File: config.mk
export PLATFORM = sky130hd
export DESIGN_NAME = mem_ctrl
export DESIGN_NICKNAME = d
export VERILOG_FILES = /design/src/rtl/mem_ctrl.sv
export SDC_FILE = /design/constraint.sdc
export NUM_CORES = 1
export LEC_CHECK = 0
export BUFFER_PORTS_ARGS = -buffer_cell sky130_fd_sc_hd__buf_4
export CORE_MARGIN = 2
export CORE_UTILIZATION = 58
export CTS_CLUSTER_DIAMETER = 200
export DETAILED_ROUTE_END_ITERATION = 6
export GPL_ROUTABILITY_DRIVEN = 1
export HOLD_SLACK_MARGIN = 0.1
export PLACE_DENSITY = 0.85
export SLEW_MARGIN = 20
export SYNTH_ARGS = -nofsm -noshare
export SYNTH_HDL_FRONTEND = slang
export SYNTH_SLANG_ARGS = --single-unit
File: constraint.sdc
create_clock -name i_clk -period 6.83 [get_ports i_clk]
set_input_delay 1.366 -clock i_clk [delete_from_list [all_inputs] [get_ports i_clk]]
set_output_delay 1.366 -clock i_clk [all_outputs]
set_load 0.02 [all_outputs]
File: src/rtl/mem_ctrl.sv
// mem_ctrl: arbitrates instruction-fetch and load/store requests onto a
// byte-wide single-port RAM with a one-cycle read latency.
//
// Ports
//   i_clk, i_rst      clock; synchronous active-high reset
//   i_if_req/addr     fetch request and byte address (always 4 bytes)
//   i_if_abort        flushes a pending or in-flight fetch
//   o_if_ready/data   one-cycle fetch completion pulse and little-endian word
//   i_mem_req/we/len  load/store request, direction, size (00=1, 01=2, else 4)
//   i_mem_addr/wdata  data byte address and store data
//   o_mem_ready/rdata one-cycle completion pulse and zero-extended load data
//   o_ram_addr/wr/dout registered RAM address, write strobe, write byte
//   i_ram_din         RAM read byte, valid the cycle after its address
//   o_busy            high whenever the controller is not idle
module mem_ctrl (
    input  logic        i_clk,
    input  logic        i_rst,
    input  logic        i_if_req,
    input  logic [31:0] i_if_addr,
    input  logic        i_if_abort,
    output logic        o_if_ready,
    output logic [31:0] o_if_data,
    input  logic        i_mem_req,
    input  logic        i_mem_we,
    input  logic [1:0]  i_mem_len,
    input  logic [31:0] i_mem_addr,
    input  logic [31:0] i_mem_wdata,
    output logic        o_mem_ready,
    output logic [31:0] o_mem_rdata,
    output logic [31:0] o_ram_addr,
    output logic        o_ram_wr,
    output logic [7:0]  o_ram_dout,
    input  logic [7:0]  i_ram_din,
    output logic        o_busy
);

    typedef enum logic [2:0] {
        S_IDLE   = 3'd0,
        S_IF_RD  = 3'd1,
        S_MEM_RD = 3'd2,
        S_MEM_WR = 3'd3,
        S_DONE   = 3'd4
    } state_t;

    state_t      r_state;
    logic [31:0] r_addr;
    logic [2:0]  r_len;
    logic [31:0] r_wdata;
    logic [2:0]  r_k;
    logic [31:0] r_asm;
    logic [31:0] r_ram_addr;
    logic        r_ram_wr;
    logic [7:0]  r_ram_dout;
    logic        r_if_ready;
    logic [31:0] r_if_data;
    logic        r_mem_ready;
    logic [31:0] r_mem_rdata;
    logic        r_busy;

    logic [2:0]  w_next_k;
    logic [31:0] w_next_addr;
    logic [31:0] w_asm;
    logic [7:0]  w_wbyte;
    logic [2:0]  w_acc_len;

    assign w_next_k    = r_k + 3'd1;
    assign w_next_addr = r_addr + {29'd0, w_next_k};

    // Size decode of the incoming load/store; the reserved code behaves as a word.
    always_comb begin
        w_acc_len = 3'd4;
        case (i_mem_len)
            2'b00:   w_acc_len = 3'd1;
            2'b01:   w_acc_len = 3'd2;
            default: w_acc_len = 3'd4;
        endcase
    end

    // Assembly register with the byte arriving this cycle merged in. Read data
    // lags its address by one cycle, so while r_k = j the byte for address j-1
    // is on i_ram_din; r_k = 0 means nothing has arrived yet.
    always_comb begin
        w_asm = r_asm;
        case (r_k)
            3'd1:    w_asm[7:0]   = i_ram_din;
            3'd2:    w_asm[15:8]  = i_ram_din;
            3'd3:    w_asm[23:16] = i_ram_din;
            3'd4:    w_asm[31:24] = i_ram_din;
            default: w_asm = r_asm;
        endcase
    end

    // Store byte to present in the next write cycle.
    always_comb begin
        w_wbyte = r_wdata[7:0];
        case (w_next_k[1:0])
            2'd0:    w_wbyte = r_wdata[7:0];
            2'd1:    w_wbyte = r_wdata[15:8];
            2'd2:    w_wbyte = r_wdata[23:16];
            2'd3:    w_wbyte = r_wdata[31:24];
            default: w_wbyte = r_wdata[7:0];
        endcase
    end

    // Controller FSM with all outputs registered.
    always_ff @(posedge i_clk) begin
        if (i_rst) begin
            r_state     <= S_IDLE;
            r_addr      <= 32'd0;
            r_len       <= 3'd0;
            r_wdata     <= 32'd0;
            r_k         <= 3'd0;
            r_asm       <= 32'd0;
            r_ram_addr  <= 32'd0;
            r_ram_wr    <= 1'b0;
            r_ram_dout  <= 8'd0;
            r_if_ready  <= 1'b0;
            r_if_data   <= 32'd0;
            r_mem_ready <= 1'b0;
            r_mem_rdata <= 32'd0;
            r_busy      <= 1'b0;
        end else begin
            r_if_ready  <= 1'b0;
            r_mem_ready <= 1'b0;
            case (r_state)
                S_IDLE: begin
                    r_k   <= 3'd0;
                    r_asm <= 32'd0;
                    if (i_mem_req) begin
                        r_addr     <= i_mem_addr;
                        r_len      <= w_acc_len;
                        r_wdata    <= i_mem_wdata;
                        r_ram_addr <= i_mem_addr;
                        r_busy     <= 1'b1;
                        if (i_mem_we) begin
                            r_ram_wr   <= 1'b1;
                            r_ram_dout <= i_mem_wdata[7:0];
                            r_state    <= S_MEM_WR;
                        end else begin
                            r_ram_wr   <= 1'b0;
                            r_state    <= S_MEM_RD;
                        end
                    end else if (i_if_req && !i_if_abort) begin
                        r_addr     <= i_if_addr;
                        r_len      <= 3'd4;
                        r_ram_addr <= i_if_addr;
                        r_ram_wr   <= 1'b0;
                        r_busy     <= 1'b1;
                        r_state    <= S_IF_RD;
                    end else begin
                        r_ram_wr   <= 1'b0;
                        r_busy     <= 1'b0;
                        r_state    <= S_IDLE;
                    end
                end
                S_IF_RD, S_MEM_RD: begin
                    if (r_state == S_IF_RD && i_if_abort) begin
                        // Flush: drop the partial word without a ready pulse.
                        r_busy  <= 1'b0;
                        r_state <= S_IDLE;
                    end else begin
                        r_asm      <= w_asm;
                        r_k        <= w_next_k;
                        r_ram_addr <= w_next_addr;
                        // r_k == N: the last byte is on i_ram_din right now.
                        if (r_k == r_len) begin
                            r_state <= S_DONE;
                            if (r_state == S_IF_RD) begin
                                r_if_ready <= 1'b1;
                                r_if_data  <= w_asm;
                            end else begin
                                r_mem_ready <= 1'b1;
                                r_mem_rdata <= w_asm;
                            end
                        end else begin
                            r_state <= r_state;
                        end
                    end
                end
                S_MEM_WR: begin
                    if (w_next_k == r_len) begin
                        r_ram_wr    <= 1'b0;
                        r_mem_ready <= 1'b1;
                        r_state     <= S_DONE;
                    end else begin
                        r_k        <= w_next_k;
                        r_ram_addr <= w_next_addr;
                        r_ram_dout <= w_wbyte;
                        r_state    <= S_MEM_WR;
                    end
                end
                S_DONE: begin
                    r_busy  <= 1'b0;
                    r_state <= S_IDLE;
                end
                default: begin
                    r_ram_wr <= 1'b0;
                    r_busy   <= 1'b0;
                    r_state  <= S_IDLE;
                end
            endcase
        end
    end

    assign o_if_ready  = r_if_ready;
    assign o_if_data   = r_if_data;
    assign o_mem_ready = r_mem_ready;
    assign o_mem_rdata = r_mem_rdata;
    assign o_ram_addr  = r_ram_addr;
    assign o_ram_wr    = r_ram_wr;
    assign o_ram_dout  = r_ram_dout;
    assign o_busy      = r_busy;

endmodule

==> Word level (Yosys, flattened, before mapping) <==
Cells that the tools add are included.
{ "classes": {"add_sub_neg": 2, "eq_ne": 22, "n_mux": 43, "bitwise": 6, "n_reduce_logical": 23} }
{ "op_table": {"columns": ["op", "n"], "rows": [
  ["$mux 32", 5],
  ["$pmux 32 s3", 1],
  ["$pmux 32 s2", 1],
  ["$mux 8", 7],
  ["$add 32x3->32", 1],
  ["$pmux 8 s4", 1],
  ["$mux 3", 8],
  ["$pmux 3 s3", 2],
  ["$pmux 8 s2", 1],
  ["$reduce_and 4->1", 4],
  ["$mux 1", 13],
  ["$eq 3x2->1 const B", 4],
  ["$ne 2x2->1 const B", 6],
  ["$reduce_and 2->1", 5],
  ["$eq 3x1->1 const B", 2],
  ["$eq 3x3->1", 2],
  ["$eq 3x3->1 const B", 2],
  ["$ne 3x3->1 const B", 2],
  ["$not 1->1", 6],
  ["$pmux 1 s3", 2],
  ["$pmux 3 s2", 1],
  ["$reduce_bool 2->1", 3],
  ["$eq 2x1->1 const B", 2],
  ["$eq 2x2->1 const B", 2],
  ["11 further kinds", 13]
]} }
{ "totals": {"regBits": 213, "input_bits": 112, "out_inout_bits": 108} }

==> Logic depth before layout (Yosys ltp) <==
Gate-level depths: netlist (run 1).
{ "logic_depth": {"ltp_word": 5, "mapped_depth": 12, "depth_no_buf": 9} }

==> Worst setup path before layout (run 1) <==
No wires, ideal clock.
{ "synth_timing": {"kind": "input-to-reg", "from": "in i_mem_req", "to": "reg r_ram_addr[14], in the netlist o_ram_addr[14]", "arrival_ps": 2555, "required_ps": 6698, "path_slack_ps": 4142, "cell_stages": 7, "n_path_buf": 3, "path_cell_list": "buf_2 > buf_2 > buf_2 > mux2i_1 > nand2_1 > o211ai_1 > a21oi_1"} }
{ "synth_between": {"elab_chain_len": 2} }
{ "synth_rtl": {"columns": ["element", "line_no", "rtl"], "rows": [
  ["start, declared", "23", "input logic i_mem_req,"],
  ["$ne 3x3->1 (no line) / $mux 32 (equally long branches)", null, null],
  ["$reduce_and 4->1 (no line) / $pmux 32 s3 (equally long branches)", null, null],
  ["end signal, assigned", "133", "r_ram_addr <= i_mem_addr;"],
  ["end signal, assigned", "146", "r_ram_addr <= i_if_addr;"],
  ["end signal, assigned", "164", "r_ram_addr <= w_next_addr;"],
  ["end, declared", "51", "logic [31:0] r_ram_addr;"]
]} }
Parallel ways exist; a longest one is shown, timed or not.
A chain may end at the register's enable or synchronous reset.

==> Worst setup path after layout (run 1) <==
{ "layout_timing": {"from": "reg r_k[0]", "to": "reg r_ram_addr[15], in the netlist o_ram_addr[15]"} }
{ "layout_between": {"elab_chain_len": 4} }
{ "layout_rtl": {"columns": ["element", "line_no", "rtl"], "rows": [
  ["start, declared", "49", "logic [2:0] r_k;"],
  ["start signal, assigned", "163", "r_k <= w_next_k;"],
  ["start signal, assigned", "186", "r_k <= w_next_k;"],
  ["$add 3x1->3 (*)", "66", "assign w_next_k = r_k + 3'd1;"],
  ["$add 32x3->32 / $eq 3x3->1 (equally long branches)", "67, 181", null],
  ["$mux 32 (tied with other cells)", "181", "if (w_next_k == r_len) begin"],
  ["$pmux 32 s3 / $reduce_and 4->1 (equally long branches)", null, null],
  ["end signal, assigned", "133", null],
  ["end signal, assigned", "146", null],
  ["end signal, assigned", "187", "r_ram_addr <= w_next_addr;"]
]} }
Every way passes the cells marked *; elsewhere a longest branch is shown, timed or not. The select of a mux whose other input is x is not followed.

==> impl_metrics.toml, run 1 <==
[timing]
grt_setup_unrepaired = "false"
fmax_mhz = 295.2
final.period_utilization_pct = 49.60
finalSetupViolCount = 0
fin_crit_ps = 3388
hold_viol = 0
worst_slew_pin_slew_ps = 1095
finalSetupTns_ps = 0
fin_ws_ps = 3442
worst_clock_skew_ps = 12.83
slew_headroom_pct = 26.82
slew_violations = 0

[placement]
pre_cts_ws_ps = 3151
gp_congestion = 0.8791
io_buffers = 219
place_hpwl_um = 17500
dp_cells = 1473

[clock_network]
clk_pin_slew_ps = 60
clock_path_buffers = 3
ctsResizeCount = 0
hold_buffers = 0
cts_sinks = 213
cts_buffers = 23
worstSkewPairLatency_ps = 510
htree_levels = 1
tritoncts = "built"
cts_root_buffer = "clkbuf_16"
postCtsSetupRepairBufs = 0

[drt]
drt-total-wl_um = 25680
vias_per_cell = 5.906
drtIter0Drc = 769
wire_per_inst_um = 16.98
vias = 8930
firstDrtPassIters = 5
ant_nets = 0
drc_errors = 0

[global_route]
track_usage_pct = 27.63
grt_pass1_vias = 8356
grt_pass1_wl_um = 40920
grt_max_degree = 116
grt_overflow = 0
antenna_found_initial = 0

[worst_setup_path]
cpMostUsedCell = "ha_1"
cp-startpoint = "r_k[0]"
path_class = "flip-flop to flip-flop"
worst_setup_path_end_kind = "flip-flop"
cp.required_ps = 7240
crit_fanout = 17
cp_top_family = "adder cells"
max_stage_delay_ps = 540
rr_startpoint = "r_k[0]"
critical_path.cell_chain = "ha_1, ha_1, inv_1, ha_1, a21oi_1, a211oi_1, nand4_1, or3_1, a311oi_1"
crit_path_start_kind = "flip-flop"
path_buf_inv = 1
arrival_ps = 3790
slowest_stage = "ha_1"

[synthesis]
synthCells = 1125
yosysSeqAreaShare_pct = 44.33
synth_edf_count = 0
async_flop_share_pct = 0
synth_top_cell_by_area = "dfxtp_1"
syn_nets = 1246
ys_ff_latch = 213
synthTopCellsByArea = "dfxtp_1, a211oi_1, mux2i_1"
ys_warn_count = 0
syn_area_um2 = 9618
syn_avg_cell_area_um2 = 8.549
synth_ff_type = "dfxtp_1"
netlist.area_leader.share_pct = 44.33
yosysUniqueCellTypes = 67

[die]
die_h_um = 132.8
die_area_um2 = 17630
io_pins = 220
start_util_pct = 58.62
coreArea_um2 = 16410
core.rowCount = 47
die_w_um = 132.8

[cells_and_area]
num_antenna_cells = 0
post-route-util_pct = 72.85
area_growth_pct = 24.27
nets = 1399
final_cells = 1512
num-fill-cells = 1245
drive_gt1_share_pct = 22.14

[pwr]
total_power_mw = 3.833
vdd_drop_max_mv = 0.2497
leakage_nw = 4.683
powerDensity_nw_per_um2 = 320.6

[min_path]
min_from = "o_ram_addr[10]"
hold_class = "flip-flop to flip-flop"

[job]
maxCapViolations = 0

[status]
status = "completed"
[cells in the mapped netlist (3+ instances only)]
master and number:
a2111oi_0 3, a211oi_1 90, a21o_1 3, a21oi_1 78, a222oi_1 8, a22oi_1 10
a311oi_1 9, a32oi_1 24, and2_1 5, buf_1 16, buf_2 27, clkbuf_1 53
dfxtp_1 213, ha_1 8, inv_1 13, mux2i_1 64, nand2_1 142, nand2b_1 7
nand3_1 16, nand4_1 4, nor2_1 166, nor2b_1 9, nor3_1 19, nor4_1 8
o211ai_1 13, o21a_1 3, o21ai_0 21, o21ai_1 6, o221ai_1 3, o22ai_1 4
o31a_1 6, or2_2 3, or3_1 3, xnor2_1 17, xor2_1 6
[stage by stage]
stage,hold slack [ps],area (um^2)
after detailed placement,445.0,11210
after global routing,473.0,11950
after floorplan,435.7,9618
final,450.1,11950
after CTS,452.7,11950
after global placement,439.5,11210
[power by group]
group          switching [mW]  internal [mW]  total (mW)
Sequential              0.144           1.41        1.55
Clock                   0.488          0.741        1.23
Combinational           0.639          0.409        1.05
[path summary, 6_finish.rpt]
kind | cells after the start | end | slack (ps)
max | 9 | o_ram_addr[15] | 3440
max reg2reg | 9 | o_ram_addr[15] | 3440
min reg2reg | 2 | o_ram_addr[10] | 450
min | 2 | o_ram_addr[10] | 450
[cells in the final DEF, fill, tap and decap left out, drive strengths merged, types with 20 or more instances in the layout]
cell	instances
a211oi	90
a21oi	78
a32oi	24
buf	226
clkbuf	34
dfxtp	213
mux2i	64
nand2	142
nor2	166
nor3	20
o21ai	28
[sequential cells by signal, summed over array words and instances, names as in the netlist, 8 cells and up]
name and flops:
r_addr 32, o_if_data 32, o_mem_rdata 32, r_asm 32
o_ram_dout 8, o_ram_addr 32, r_wdata 32
[layout make-up]
type,instances,area [um^2],share of cell area [%]
Multi-Input combinational cell,801,4920,41.16
Clock buffer,34,656.9,5.496
Tap cell,220,275.3,2.303
Inverter,13,48.80,0.4082
Clock inverter,5,87.58,0.7328
Sequential cell,213,4264,35.67
Timing Repair Buffer,226,1700,14.23
[logic make-up after synthesis]
family / share of synthesized area, %
multiplexers: 6.895
flip-flops: 44.33
AO/OA/AOI/OAI: 21.58
adder cells (fa/ha/maj): 1.249
AND/OR/NAND/NOR: 18.84
buffers and inverters: 4.839
XOR/XNOR: 2.264
[per-layer routing]
metal  vias to the layer above  part of all wire (%)  global-route usage, %
met5                         -                     0                      0
met1                      4139                    42                  37.19
met2                       383                    47                  44.62
met4                         0                   3.0                  10.10
li1                       4341                     -                      -
met3                        67                   7.9                  5.019
[worst reg2reg max path, stage by stage (launching register included)]
cell and delay, ps:
dfxtp_1 450, ha_1 540, ha_1 400, inv_1 100, ha_1 360, a21oi_1 160, a211oi_1 490, nand4_1 190
or3_1 330, a311oi_1 280
Note: power is estimated with default switching activity, not from simulation.
==> run 2, diff against run 1 <==
ABC_AREA = 1   (was default)
CORE_UTILIZATION = 55   (was 58)
PLACE_DENSITY = 0.81   (was 0.85)
clock period = 3.25 ns   (was 6.83 ns; I/O delays follow)
==> impl_metrics.toml, run 2 <==
[cells_and_area]
multi_input_area_um2 = 4832
area_growth_pct = 23.19
num_antenna_cells = 0
final_common_cell = "nand2_1"
nets = 1764
final_area_um2 = 12410
drive_gt1_share_pct = 18.03
num-fill-cells = 1584
regArea_um2 = 4264
final_cell_mix = "nand2_1, buf_4, o21ai_0"

[die]
die_w_um = 139.3
io_pins = 220
core.rowCount = 49
die_area_um2 = 19420
die_h_um = 139.3
coreArea_um2 = 17960
start_util_pct = 56.08

[clock_network]
clock_path_buffers = 3
cts_sinks = 213
htree_levels = 1
clk_pin_slew_ps = 60
hold_buffers = 0
ctsResizeCount = 0
cts_root_buffer = "clkbuf_16"
cts_buffers = 23
postCtsSetupRepairBufs = 0
tritoncts = "built"
worstSkewPairLatency_ps = 520

[placement]
place_area_um2 = 11680
io_buffers = 219
place_hpwl_um = 19400
gp_congestion = 0.9879

[synthesis]
syn_area_um2 = 10070
synthTopCellsByArea = "dfxtp_1, nand2_1, o21ai_0"
syn_nets = 1596
synth_ff_type = "dfxtp_1"
ys_ff_latch = 213
synth_compound_area_share_pct = 21.76
yosysUniqueCellTypes = 38
yosys.area_share.simple_pct = 23.45
synth_top_cell_by_area = "dfxtp_1"
synth_adder_area_share_pct = 1.192
yosysMostFrequentCell = "nand2_1"
synthCells = 1475
syn_avg_cell_area_um2 = 6.830
async_flop_share_pct = 0
ys_warn_count = 0
synthMuxAreaShare_pct = 0.9935
synth_commonest_cells = "nand2_1, o21ai_0, dfxtp_1"
synth_xor_xnor_area_share_pct = 0.5216
synth_edf_count = 0
synth_top_family_by_area = "simple AND/OR/NAND/NOR gates"
netlist.area_leader.share_pct = 42.32
yosysSeqAreaShare_pct = 42.32

[timing]
slew_headroom_pct = 54.86
finalSetupViolCount = 0
slew_violations = 0
finalSetupTns_ps = 0
fin_crit_ps = 2690
worst_clock_skew_ps = 23.15
fmax_mhz = 371.8
grt_setup_unrepaired = "false"
hold_viol = 0
worst_slew_pin_slew_ps = 674.7
final.period_utilization_pct = 82.75

[job]
maxCapViolations = 0

[global_route]
grt_pass1_wl_um = 45060
antenna_found_initial = 0
grt_max_degree = 72
grt_overflow = 0
track_usage_pct = 27.61
grt_pass1_vias = 9236

[worst_setup_path]
max_stage_delay_ps = 450
path_class = "flip-flop to flip-flop"
crit_fanout = 6
crit_path_start_kind = "flip-flop"
cp.required_ps = 3640
path_buf_inv = 3
worst_setup_path_end_kind = "flip-flop"
cp_top_family = "adder cells"
cpMostUsedCell = "nand2_1"
critical_path.cell_chain = "inv_1, ha_1, inv_1, fa_1, o21ai_1, buf_4, nand2_1, nor2_1, nand2_1, nand2_1, nand3_1, nand2_1, a21oi_1"
arrival_ps = 3080
rrSetupSlack_ps = 560
slowest_stage = "fa_1"

[pwr]
vdd_drop_max_mv = 0.4617
leakage_nw = 5.359
powerDensity_nw_per_um2 = 654.3

[drt]
ant_nets = 0
vias_per_cell = 5.392
vias = 10175
drt-total-wl_um = 27890
wire_per_inst_um = 14.78
drtIter0Drc = 756
firstDrtPassIters = 5
drc_errors = 0

[status]
status = "completed"

[min_path]
hold_class = "primary input to flip-flop"
## run 2: changes by cell type in the layout (fill, tap and decap cells not counted), moves of 24 or more
| cell | change |
|---|---|
| o21ai_0 | +201 |
| nand2_1 | +178 |
| inv_1 | +119 |
| a21oi_1 | +111 |
| a211oi_1 | -88 |
| mux2i_1 | -54 |
| nand3_1 | +42 |
| a32oi_1 | -24 |
## run 2: worst paths after layout
| check | start | end | cells after the start |
|---|---|---|---|
| hold reg to reg | o_mem_rdata[11] | o_mem_rdata[11] | 2 |
| setup reg to reg | r_k[0] | o_ram_addr[30] | 13 |
| setup / recovery | r_k[0] | o_ram_addr[30] | 13 |
| hold / removal | i_mem_wdata[24] | r_wdata[24] | 3 |
## run 2: cell type report
type                       instances  share of cell area (%)
sequential                       213                   34.36
timing repair buffer             232                   14.13
clock inverter                     3                  0.3529
multi-input combinational       1030                   38.94
tap                              229                   2.309
clock buffer                      37                   5.545
inverter                         143                   4.365
## run 2: kinds of logic (layout without fill, tap and decap cells)
family | after synthesis | count (layout)
simple gates | 574 | 574
compound gates | 431 | 431
buf+inv | 232 | 415
flops | 213 | 213
mux | 10 | 10
fa+ha+maj | 9 | 9
xor+xnor | 6 | 6
## run 2: routing by layer
layer	routed length [um]	part of all wire (%)	GRT usage, %
met5	0	0	0
met2	13210	47	46.13
met4	1064	3.8	11.00
met1	11920	43	36.27
met3	1699	6.1	3.751
## run 2: power breakdown
group | leakage [nW] | switching (mW) | internal [mW]
registers | 1.75 | 0.270 | 3.04
clock network | 0.359 | 1.03 | 1.52
logic | 3.25 | 1.44 | 0.820
total | 5.36 | 2.74 | 5.38
## run 2: worst reg2reg max path, stage by stage (launching register included)
cell	delay [ps]
dfxtp_1	390
inv_1	150
ha_1	410
inv_1	120
fa_1	450
o21ai_1	160
buf_4	170
nand2_1	150
nor2_1	240
nand2_1	80
nand2_1	60
nand3_1	60
nand2_1	80
a21oi_1	50
## run 2: stage by stage
step	std cells	setup WS [ps]	hold WS, ps	total power [mW]	util (%)
2_1_floorplan	1475	934.4	424.5	4.831	-
3_3_place_gp	1847	608.5	432.3	5.536	65.01
3_5_place_dp	1847	553.1	437.2	5.593	65.01
4_1_cts	1887	552.2	366.3	8.134	69.09
5_1_grt	1887	330.0	377.8	8.526	69.09
6_report	1887	560.5	374.0	8.120	69.09
==> run 3, diff against run 2 <==
CORE_UTILIZATION = 49   (was 55)
PLACE_DENSITY = 0.76   (was 0.81)
clock period = 2.3 ns   (was 3.25 ns; I/O delays follow)
==> impl_metrics.toml, run 3 (synthesis results as in run 2) <==
[cells_and_area]
multi_input_area_um2 = 4955
final_area_um2 = 12850
final_cell_mix = "nand2_1, buf_4, o21ai_0"
area_growth_pct = 27.56
regArea_um2 = 4267
nets = 1796
num_antenna_cells = 0
final_common_cell = "nand2_1"
num-fill-cells = 1851
drive_gt1_share_pct = 21.07

[drt]
drtIter0Drc = 691
firstDrtPassIters = 7
ant_nets = 0
drt-total-wl_um = 29040
wire_per_inst_um = 14.81
drc_errors = 0
vias = 10266
vias_per_cell = 5.238

[timing]
grt_setup_unrepaired = "true"
slew_violations = 0
final.period_utilization_pct = 96.32
fmax_mhz = 451.4
worst_slew_pin_slew_ps = 581.8
finalSetupTns_ps = 0
finalSetupViolCount = 0
hold_viol = 0
slew_headroom_pct = 61.21
worst_clock_skew_ps = 7.834
fin_crit_ps = 2215

[clock_network]
cts_sinks = 213
tritoncts = "built"
worstSkewPairLatency_ps = 500
hold_buffers = 0
cts_buffers = 23
clk_pin_slew_ps = 60
cts_root_buffer = "clkbuf_16"
clock_path_buffers = 3
htree_levels = 1

[worst_setup_path]
crit_fanout = 6
worst_setup_path_end_kind = "flip-flop"
cp.required_ps = 2670
path_class = "flip-flop to flip-flop"
crit_path_start_kind = "flip-flop"
arrival_ps = 2580

[min_path]
hold_class = "primary input to flip-flop"

[job]
maxCapViolations = 0

[pwr]
powerDensity_nw_per_um2 = 901.6
vdd_drop_max_mv = 0.5629
leakage_nw = 5.539

[die]
core.rowCount = 52
die_h_um = 147.4
die_area_um2 = 21720
start_util_pct = 49.79
coreArea_um2 = 20230
die_w_um = 147.4
io_pins = 220

[placement]
gp_congestion = 0.9226
place_hpwl_um = 20550
io_buffers = 219
place_area_um2 = 12010

[status]
status = "completed"

[global_route]
grt_pass1_vias = 9453
grt_overflow = 0
grt_pass1_wl_um = 47160
antenna_found_initial = 0
grt_max_degree = 82
track_usage_pct = 26.13
==> run 3: changes by cell type in the layout (fill, tap and decap cells not counted), sizes merged <==
cell,change
buf,+32
clkinvlp,+2
inv,+1
clkinv,+4
clkbuf,-7
==> run 3: per-layer routing <==
metal  vias to the layer above  track usage [%]  wire length, um
li1                       5190                -                -
met1                      4659            35.44            12690
met2                       359            44.02            13760
met3                        58            3.272             1848
met4                         0            7.596              739
met5                         -                0                0
==> run 3: final timing paths <==
path	slack, ps	from	cells past startpoint	to
setup / recovery	80	r_k[0]	12	o_ram_addr[12]
hold reg to reg	440	o_mem_rdata[16]	2	o_mem_rdata[16]
hold / removal	180	i_mem_wdata[18]	3	r_wdata[18]
setup reg to reg	80	r_k[0]	12	o_ram_addr[12]
==> run 3: power by group <==
group          internal (mW)  switching [mW]  leakage (nW)
Combinational           1.28            2.11          3.44
Sequential              4.29           0.391          1.75
Clock                   2.00            1.51         0.342
==> run 3: stage by stage <==
step	util [%]	setup slack, ps	power, mW	std cells	hold WS (ps)
after floorplan	-	71.72	6.828	1475	424.5
after global placement	59.35	-73.05	7.989	1918	433.2
after detailed placement	59.35	-142.7	8.055	1918	434.8
after CTS	63.00	20.75	11.58	1958	169.4
after global routing	63.51	-49.76	12.20	1960	181.8
final	63.51	84.71	11.59	1960	180.4
==> run 3: layout make-up <==
| type | count | share of cell area [%] |
|---|---|---|
| sequential | 213 | 33.20 |
| multi-input combinational | 1030 | 38.56 |
| timing repair buffer | 264 | 15.91 |
| clock buffer | 30 | 4.761 |
| clock inverter | 10 | 0.7302 |
| tap | 270 | 2.629 |
| inverter | 143 | 4.216 |
==> run 3: critical path: stages, from the launching register on <==
cell and delay (ps):
dfxtp_2 340, ha_4 170, ha_4 270, inv_2 50, ha_4 280, nand2_2 70
o21ai_4 290, nand3_2 160, buf_4 170, nand2_1 50, nand3_1 100, nand3_1 80
a21oi_1 60
==> run 3: what timing repair did <==
item	in CTS	in global routing
gates resized for setup	7	21
pin swaps	1	7
setup endpoints to repair	21	40
endpoints found under the hold margin	0	0
gates cloned	0	0
buffers inserted	0	2
